File: config.mk
export PLATFORM = sky130hd
export DESIGN_NAME = aquarium_pump_sequencer
export DESIGN_NICKNAME = d
export VERILOG_FILES = /design/src/rtl/aquarium_pump_sequencer.sv
export SDC_FILE = /design/constraint.sdc
export NUM_CORES = 1
export LEC_CHECK = 0
export ABC_AREA = 1
export CORE_ASPECT_RATIO = 1.75
export CORE_MARGIN = 4
export CORE_UTILIZATION = 39
export DETAILED_ROUTE_END_ITERATION = 10
export GPL_ROUTABILITY_DRIVEN = 0
export PLACE_DENSITY_LB_ADDON = 0.12
export SKIP_LAST_GASP = 1
export SYNTH_ARGS = -nofsm -noshare
export SYNTH_HDL_FRONTEND = slang
export SYNTH_SLANG_ARGS = --single-unit
File: constraint.sdc
create_clock -name clk -period 2.1 [get_ports clk]
set_input_delay 0.42 -clock clk [delete_from_list [all_inputs] [get_ports clk]]
set_output_delay 0.42 -clock clk [all_outputs]
set_load 0.02 [all_outputs]
File: src/rtl/aquarium_pump_sequencer.sv
// aquarium_pump_sequencer: safe hot/cold pump driver with min on/off times and a max-run fault.
// Optional PUMP_RUNTIME_STATS_EN builds per-pump run-tick counters (else hot_ticks/cold_ticks read 0).
module aquarium_pump_sequencer #(
  parameter int TICK_DIV = 50000000,
  parameter int MIN_ON   = 5,
  parameter int MIN_OFF  = 3,
  parameter int MAX_RUN  = 600,
  parameter int CNT_W    = 16
) (
  input  logic        clk,
  input  logic        rst_n,
  input  logic        req_hot,
  input  logic        req_cold,
  input  logic        fault_clr,
  output logic        pump_hot,
  output logic        pump_cold,
  output logic        conflict,
  output logic        fault,
  output logic [2:0]  state,
  output logic [15:0] hot_ticks,
  output logic [15:0] cold_ticks
);
  localparam int DIV_W = (TICK_DIV > 1) ? $clog2(TICK_DIV) : 1;
  typedef enum logic [2:0] {IDLE = 3'd0, RUN_HOT = 3'd1, RUN_COLD = 3'd2, COOLDOWN = 3'd3, FAULT = 3'd4} state_t;
  state_t           state_q, state_d;
  logic [DIV_W-1:0] div_q, div_d;
  logic [CNT_W-1:0] run_cnt_q, run_cnt_d, off_cnt_q, off_cnt_d;
  logic             pump_hot_q, pump_cold_q, conflict_q, fault_q;
  logic             tick, valid_hot, valid_cold, own_req, running, changed;
  always_comb begin
    tick       = div_q == DIV_W'(TICK_DIV - 1);
    valid_hot  = req_hot & ~req_cold;
    valid_cold = req_cold & ~req_hot;
    running    = (state_q == RUN_HOT) || (state_q == RUN_COLD);
    own_req    = (state_q == RUN_HOT) ? valid_hot : valid_cold;
    state_d    = state_q;
    case (state_q)
      IDLE:              state_d = valid_hot ? RUN_HOT : valid_cold ? RUN_COLD : IDLE;
      RUN_HOT, RUN_COLD: state_d = (run_cnt_q == CNT_W'(MAX_RUN)) ? FAULT :
                                   (!own_req && run_cnt_q >= CNT_W'(MIN_ON)) ? COOLDOWN : state_q;
      COOLDOWN:          state_d = (off_cnt_q == CNT_W'(MIN_OFF)) ? IDLE : COOLDOWN;
      FAULT:             state_d = (fault_clr && !req_hot && !req_cold) ? COOLDOWN : FAULT;
      default:           state_d = IDLE;
    endcase
    changed   = state_d != state_q;
    div_d     = (changed || tick) ? '0 : div_q + 1'b1;
    run_cnt_d = changed ? '0 : (tick && running && run_cnt_q != CNT_W'(MAX_RUN)) ? run_cnt_q + 1'b1 : run_cnt_q;
    off_cnt_d = changed ? '0 : (tick && state_q == COOLDOWN) ? off_cnt_q + 1'b1 : off_cnt_q;
  end
  always_ff @(posedge clk or negedge rst_n) begin
    if (!rst_n) begin
      state_q     <= IDLE;
      div_q       <= '0;
      run_cnt_q   <= '0;
      off_cnt_q   <= '0;
      pump_hot_q  <= 1'b0;
      pump_cold_q <= 1'b0;
      conflict_q  <= 1'b0;
      fault_q     <= 1'b0;
    end else begin
      state_q     <= state_d;
      div_q       <= div_d;
      run_cnt_q   <= run_cnt_d;
      off_cnt_q   <= off_cnt_d;
      pump_hot_q  <= state_d == RUN_HOT;
      pump_cold_q <= state_d == RUN_COLD;
      conflict_q  <= req_hot & req_cold;
      fault_q     <= state_d == FAULT;
    end
  end
  assign pump_hot  = pump_hot_q;
  assign pump_cold = pump_cold_q;
  assign conflict  = conflict_q;
  assign fault     = fault_q;
  assign state     = state_q;
`ifdef PUMP_RUNTIME_STATS_EN
  logic [15:0] hot_ticks_q, hot_ticks_d, cold_ticks_q, cold_ticks_d;
  always_comb begin
    hot_ticks_d  = (tick && state_q == RUN_HOT && hot_ticks_q != 16'hFFFF) ? hot_ticks_q + 1'b1 : hot_ticks_q;
    cold_ticks_d = (tick && state_q == RUN_COLD && cold_ticks_q != 16'hFFFF) ? cold_ticks_q + 1'b1 : cold_ticks_q;
  end
  always_ff @(posedge clk or negedge rst_n) begin
    if (!rst_n) begin
      hot_ticks_q  <= '0;
      cold_ticks_q <= '0;
    end else begin
      hot_ticks_q  <= hot_ticks_d;
      cold_ticks_q <= cold_ticks_d;
    end
  end
  assign hot_ticks  = hot_ticks_q;
  assign cold_ticks = cold_ticks_q;
`else
  assign hot_ticks  = '0;
  assign cold_ticks = '0;
`endif
endmodule
==> results by group, run 1 <==
Yosys
  • Largest family of logic cells by synthesized area: simple AND/OR/NAND/NOR gates
  • Sequential fraction of the synthesis area: 0.363
  • Number of flops mapped to enable cells by yosys: 0
  • Synth Area in Compound Gates: 0.0187
  • Asr flop ratio synth: 1.00
  • Syn. warnings: 0
  • Mux share of post-synthesis cell area: 0
  • Netlist Area Pre-Place: 4480 µm²
  • Avg Synthesized Cell Area: 7.47 µm²
  • Synth Area in Simple Gates: 0.414
  • Synth Area in Adders: 0.0140
  • Fraction of synthesized cell area in xor and xnor cells: 0.0586
  • Ys flop type: dfrtp_1
  • Synthesized flop and latch total: 65
  • Netlist cell types: 32
  • Post-synthesis cell count: 600

GRT
  • GR Overflow Total: 0
  • Pin count of the biggest net entering global routing: 66
  • Vias in the first global route: 3,807
  • Initial antenna violation count: 0
  • First-pass GRT wire length: 17,600 µm
  • GRT Resource Usage Total: 0.169

Worst setup path
  • Max incr delay on CP: 0.39 ns
  • Worst setup SP type: flop
  • FF-to-FF Start: run_cnt_q[0]
  • Critical path's most frequent cell: nand2_2
  • CP Launch Point: run_cnt_q[0]
  • Top cell family by delay on the critical path: simple AND/OR/NAND/NOR gates
  • R2R depth: 16
  • Reg2reg end: div_q[20]
  • Stages on worst setup path: 16
  • Setup Crit Path Kind: flop to flop
  • Cell-by-cell trace of the critical path: inv_1 -> ha_4 -> nand3_1 -> nor2_1 -> nand2_1 -> nand2_2 -> inv_2 -> nand2_2 -> nand2_2 -> nand2_2 -> nand2_4 -> nand2_8 -> inv_8 -> nand2_8 -> clkbuf_16 -> nor2_4
  • Required time worst endpoint: 2.32 ns
  • Crit-path slowest cell: dfrtp_1
  • Crit-path max FO: 6
  • Worst Path Arrival: 2.20 ns
  • Buffers plus inverters on the worst setup path: 4
  • Nature of the critical path endpoint: flop
  • Worst R2R Setup Slack: 0.11 ns
  • CP endpoint: div_q[20]

Detailed routing
  • Routed WL: 11,000 µm
  • Antenna Nets Post-Route: 0
  • Via/cell ratio: 4.87
  • DRC violations left: 0
  • DR vias: 3,890
  • Iteration count of the initial detailed-routing pass: 4
  • First DRT Iteration DRCs: 165
  • WL/cell: 13.8 µm

Clock network
  • TritonCTS Buffers: 9
  • CTS max path bufs: 2
  • Root buf cell: clkbuf_16
  • Clock tree from TritonCTS: done
  • Reg clk slew, reported paths: 0.06 ns
  • Worst-Skew Late Latency: 0.33 ns
  • Num Clock Sinks: 65
  • Hold buffer count at CTS: 0
  • H-tree depth: 3

Cells and area
  • Area of the multi-input gates: 2530 µm²
  • Design area: 5460 µm²
  • Layout Nets: 672
  • Antenna fix cells: 0
  • Fill cells: 1,084
  • Flip-flop and latch area: 1630 µm²
  • Fraction of layout cells with a size suffix above 1: 0.204
  • Post-Layout Cell Count: 798
  • Area grow syn2layout: 21.9%

Floorplan
  • DIE AREA: 13,300 µm²
  • CORE AREA: 11,200 µm²
  • Chip Height: 150 µm
  • Site Rows: 51
  • Starting Density: 0.401
  • I/O pins: 44
  • Die W: 89.0 µm

Timing
  • Max-slew violations: 0
  • Tmin final: 1.99 ns
  • Final Skew: 0.00819 ns
  • Hold_ws: 0.0954 ns
  • Fmax: 503 MHz
  • RSZ-0062 raised after global routing: true
  • Period utilization: 0.947
  • Setup TNS: 0 ns
  • Final setup fails: 0
  • Relative slew slack: 0.672
  • Final Hold Viols: 0
  • Worst slew pin tran: 0.488 ns

Place
  • Post-DP HPWL: 8050 µm
  • IO Port Bufs: 11
  • Placed Cells incl. Taps: 771
  • Post-DP Area: 4880 µm²

Pwr
  • Max IR drop VDD: 902 µV
  • Int Pwr: 3.23 mW
  • Pwr dens: 938 nW/µm²
  • Power share of the clock group: 0.308
  • Leakage: 2.48 nW
  • Sequential Power Share: 0.262
  • Net Switching: 1.90 mW
  • Sw frac: 0.370
  • Tot Pwr: 5.12 mW
  • Comb power frac: 0.430

Run status
  • Status: completed

Job
  • Max Cap Viol: 0

Min path
  • Worst Hold Class: primary input to async pin
-- final cells by class --
class | count | area share
sequential | 65 | 0.298
clock buffer | 13 | 0.0513
clock inverter | 2 | 0.00641
multi-input combinational | 456 | 0.463
inverter | 71 | 0.0501
timing repair buffer | 59 | 0.101
tap | 132 | 0.0302
-- timing repair --
| item | 4_1_cts | 5_1_grt |
|---|---|---|
| setup endpoints to repair | 0 | 51 |
| setup buffers | 0 | 10 |
| resized for setup | 0 | 32 |
-- cells in the final DEF, fill, tap and decap left out, types with 6 or more instances in the layout --
cell / count
buf_4: 41
xor2_1: 22
nand2_2: 13
nand3_1: 37
clkdlybuf4s50_1: 10
nand4_1: 34
o21ai_0: 8
nor2_4: 29
xnor2_1: 6
clkbuf_16: 11
nand3_2: 6
nor2_1: 95
nand2_1: 118
inv_1: 63
nor3_1: 20
conb_1: 32
dfrtp_1: 65
-- power by group through the flow --
stage               sequential (mW)  clock [mW]  combinational (mW)
finish                         1.34        1.58                2.20
global route                   1.35        1.69                2.35
global placement               1.36           0                1.94
floorplan                      1.41           0                1.29
CTS                            1.34        1.63                1.96
detailed placement             1.36           0                1.96
-- kinds of logic after synthesis --
kind of cell / Yosys count
AO/OA/AOI/OAI: 16
XOR/XNOR: 30
adder cells (fa/ha/maj): 5
buffers and inverters: 110
flip-flops: 65
other: 1
AND/OR/NAND/NOR: 373
-- per-layer routing --
layer,track usage,share of wire
met1,0.182,0.38
met2,0.313,0.56
met3,0.0325,0.028
met4,0.0700,0.026
met5,0,0
-- sequential cells by signal, indices dropped and copies added (netlist names) --
| name | cells |
|---|---|
| div_q | 26 |
| off_cnt_q | 16 |
| run_cnt_q | 16 |
| state | 3 |
| conflict | 1 |
| fault | 1 |
| pump_cold | 1 |
| pump_hot | 1 |
-- cells in the mapped netlist, types with 2 or more instances --
cell      instances  area, µm²
nand2_1         122        458
nor2_1           99        372
dfrtp_1          65       1630
inv_1            63        236
nand3_1          41        205
nand4_1          34        213
buf_4            32        240
xor2_1           24        210
nor3_1           22        110
nor2_4           21        236
nand2_2          10       62.6
nor2_2            9       56.3
o21ai_0           8       40.0
a21oi_1           6       30.0
xnor2_1           6       52.6
ha_1              5       62.6
nor4_1            5       31.3
buf_2             4       20.0
inv_2             4       15.0
clkinv_1          3       11.3
buf_12            2       40.0
nand2_4           2       22.5
nand2_8           2       40.0
nand3_2           2       20.0
nand3b_1          2       15.0
-- worst min-delay path by stage --
stage	from	endpoint	slack (ns)	cells after the start
after CTS	rst_n	off_cnt_q[9]	0.11	2
after global routing	rst_n	off_cnt_q[8]	0.13	2
after detailed placement	rst_n	off_cnt_q[9]	0.47	2
after global placement	rst_n	off_cnt_q[10]	0.47	2
after floorplan	rst_n	conflict	0.12	0
final	rst_n	off_cnt_q[8]	0.1	2
-- through the flow --
| step | utilization | setup slack [ns] |
|---|---|---|
| final | 0.489 | 0.111 |
| after global routing | 0.489 | -0.0368 |
| after CTS | 0.465 | 0.0866 |
| after detailed placement | 0.437 | -0.161 |
| after global placement | 0.437 | -0.0951 |
| after floorplan | - | 0.210 |
Note: power is estimated with default switching activity, not from simulation.
==> run 2, diff against run 1 <==
--- a/config.mk
+++ b/config.mk
@@ -5,7 +5,6 @@
 export SDC_FILE = /design/constraint.sdc
 export NUM_CORES = 1
 export LEC_CHECK = 0
-export ABC_AREA = 1
 export CORE_ASPECT_RATIO = 1.75
 export CORE_MARGIN = 4
 export CORE_UTILIZATION = 39
==> run 2 against run 1 <==
  * The run now ends with negative setup slack left
  * Design area is 9.5% lower
  * Register-to-register slack worse by 0.52 ns
  * Global-route usage is 0.47 points higher
  * Count of clock-buffer cells in the layout stayed put
  * Largest power group unchanged
==> results by group, run 2 <==
Yosys
  • Ys flop type: dfrtp_1
  • Mux share of post-synthesis cell area: 0.0109
  • Largest cells by area after synthesis: dfrtp_1 43%, xnor2_1 9.0%, buf_4 6.6%
  • Synth area leader: dfrtp_1
  • Sequential fraction of the synthesis area: 0.431
  • Avg Synthesized Cell Area: 9.10 µm²
  • Number of flops mapped to enable cells by yosys: 0
  • Synth top cells by count: 65 x dfrtp_1, 57 x nor2_1, 39 x xnor2_1, 34 x nor3_1, 33 x buf_4
  • Netlist cell types: 40
  • Synthesized flop and latch total: 65
  • Synth Area in Simple Gates: 0.288
  • Synth Area in Adders: 0.0166
  • Asr flop ratio synth: 1.00
  • Syn. warnings: 0
  • Synth Area in Compound Gates: 0.0265
  • Netlist Area Pre-Place: 3770 µm²
  • Post-synthesis cell count: 415
  • Post-synth top area share: 0.431
  • Dominant cell by count in the synthesized netlist: dfrtp_1
  • Largest family of logic cells by synthesized area: simple AND/OR/NAND/NOR gates
  • Fraction of synthesized cell area in xor and xnor cells: 0.128

Clock network
  • TritonCTS Buffers: 9
  • Worst-Skew Late Latency: 0.33 ns
  • Hold buffer count at CTS: 0
  • Num Clock Sinks: 65
  • Reg clk slew, reported paths: 0.05 ns
  • Clock tree from TritonCTS: done
  • Root buf cell: clkbuf_16
  • H-tree depth: 3
  • CTS max path bufs: 2

Worst setup path
  • Crit-path slowest cell: or4_4
  • FF-to-FF Start: run_cnt_q[13]
  • Worst R2R Setup Slack: -0.41 ns
  • Reg2reg end: off_cnt_q[2]
  • Worst Path Arrival: 2.71 ns
  • Setup Crit Path Kind: flop to flop
  • Required time worst endpoint: 2.31 ns
  • CP Launch Point: run_cnt_q[13]
  • Worst setup SP type: flop
  • Cell-by-cell trace of the critical path: or4_4 -> or4_4 -> o211ai_2 -> a21oi_2 -> o2111ai_4 -> buf_6 -> buf_16 -> nor2_4
  • Crit-path max FO: 7
  • Critical path's most frequent cell: or4_4
  • R2R depth: 8
  • Max incr delay on CP: 0.59 ns
  • Nature of the critical path endpoint: flop

Detailed routing
  • WL/cell: 14.6 µm
  • Antenna Nets Post-Route: 0
  • First DRT Iteration DRCs: 122
  • Routed WL: 9070 µm
  • Iteration count of the initial detailed-routing pass: 4
  • DRC violations left: 0
  • DR vias: 3,114
  • Via/cell ratio: 5.00

Pwr
  • Int Pwr: 3.05 mW
  • Leakage: 2.10 nW
  • Sequential Power Share: 0.288
  • Comb power frac: 0.408
  • Pwr dens: 939 nW/µm²
  • Max IR drop VDD: 982 µV
  • Sw frac: 0.343
  • Power share of the clock group: 0.305
  • Net Switching: 1.59 mW

Timing
  • Final Hold Viols: 0
  • Setup TNS: -23.47 ns
  • Final Skew: 0.00574 ns
  • Final setup fails: 62
  • Fmax: 399 MHz
  • Max-slew violations: 0
  • Worst Slack Setup Final: -0.409 ns
  • Period utilization: 1.19
  • Tmin final: 2.51 ns
  • RSZ-0062 raised after global routing: true

Run status
  • Status: complete, but fails checks
  • Failing checks: negative setup slack

Cells and area
  • Leading cell type in the layout, fill and taps excluded: buf_4
  • Layout Utilization: 0.522
  • Fraction of layout cells with a size suffix above 1: 0.248
  • Layout Nets: 507
  • Most frequent cells in the layout: 72 x buf_4, 65 x dfrtp_1, 44 x nor2_1
  • Largest register FFs: 26
  • Top flop regs: div_q (26), off_cnt_q (16), run_cnt_q (16)
  • Antenna fix cells: 0
  • Post-Layout Cell Count: 623
  • Area grow syn2layout: 31.0%
  • Register name with the most flops: div_q

Floorplan
  • Site Rows: 47
  • Chip Height: 138 µm
  • DIE AREA: 11,400 µm²
  • CORE AREA: 9470 µm²
  • Die W: 82.4 µm
  • I/O pins: 44
  • Starting Density: 0.399

GRT
  • First-pass GRT wire length: 15,200 µm
  • GRT Resource Usage Total: 0.174
  • Pin count of the biggest net entering global routing: 31
  • GR Overflow Total: 0
  • Vias in the first global route: 3,165
  • Initial antenna violation count: 0

Place
  • Placed Cells incl. Taps: 598
  • IO Port Bufs: 11
  • Post-DP HPWL: 6260 µm

Min path
  • Worst Hold Class: primary input to async pin

Job
  • Max Cap Viol: 0
-- run 2: changes by cell type after synthesis, moves of 9 or more --
cell,before,now
nor2_2,9,0
nand3_1,41,22
xnor2_1,6,39
nand2_1,122,24
nand4_1,34,14
nor2_4,21,0
nor2_1,99,57
clkbuf_1,0,12
nand2_2,10,0
inv_1,63,10
nor3_1,22,34
nor4_1,5,15
-- run 2: power groups by stage --
stage	clock network (mW)	registers, mW	logic, mW
6_report	1.42	1.34	1.89
2_1_floorplan	0	1.40	0.784
3_3_place_gp	0	1.36	1.26
4_1_cts	1.45	1.34	1.88
5_1_grt	1.52	1.34	2.04
3_5_place_dp	0	1.36	1.27
-- run 2: through the flow --
step	total power, mW	instance area, µm²	setup slack [ns]	hold slack [ns]
2_1_floorplan	2.19	3900	-0.261	0.124
3_3_place_gp	2.61	4410	-0.389	0.371
3_5_place_dp	2.62	4410	-0.418	0.381
4_1_cts	4.67	4880	-0.401	0.0248
5_1_grt	4.91	4950	-0.502	0.0411
6_report	4.64	4950	-0.409	0.0207
-- run 2: repair_timing --
action                     CTS  global route
setup buffers                6             3
gates resized for setup     21            23
pin swaps                    9             8
cloned                       3             0
setup endpoints to repair   63            63
-- run 2: worst max path at each step --
stage                                to  slack (ns)
after detailed placement       div_q[5]       -0.42
after global placement        div_q[17]       -0.39
after floorplan               div_q[16]       -0.26
after CTS                 run_cnt_q[10]       -0.40
after global routing          div_q[14]       -0.50
final                      off_cnt_q[2]       -0.41
-- run 2: worst max-delay path: cells and delay by family, from the launching register on --
family | cells | cell delay, ns
flip-flops | 1 | 0.38
AND/OR/NAND/NOR | 3 | 1.18
AO/OA/AOI/OAI | 3 | 0.50
buffers and inverters | 2 | 0.33
-- run 2: cells by family after synthesis --
| logic type | count (synthesis) |
|---|---|
| other | 1 |
| adders and majority gates | 5 |
| xor gates and xnor gates | 55 |
| buffers and inverters | 61 |
| AOI/OAI and AO/OA | 15 |
| DFF | 65 |
| muxes | 4 |
| and+or+nand+nor | 209 |
-- run 2: cell type report --
| class | instances | area [µm²] |
|---|---|---|
| fill | 913 | 4520 |
| multi-input combinational | 320 | 2030 |
| sequential | 65 | 1630 |
| timing repair buffer | 91 | 812 |
| clock buffer | 13 | 270 |
| tap | 122 | 153 |
| inverter | 10 | 37.5 |
| clock inverter | 2 | 12.5 |
-- run 2: per-layer routing --
layer / vias to the layer above / routed length (µm) / track usage
met3: 21 / 280 / 0.0365
met1: 1507 / 3490 / 0.202
met2: 67 / 5080 / 0.300
li1: 1519 / - / -
met5: - / 0 / 0
met4: 0 / 218 / 0.0718
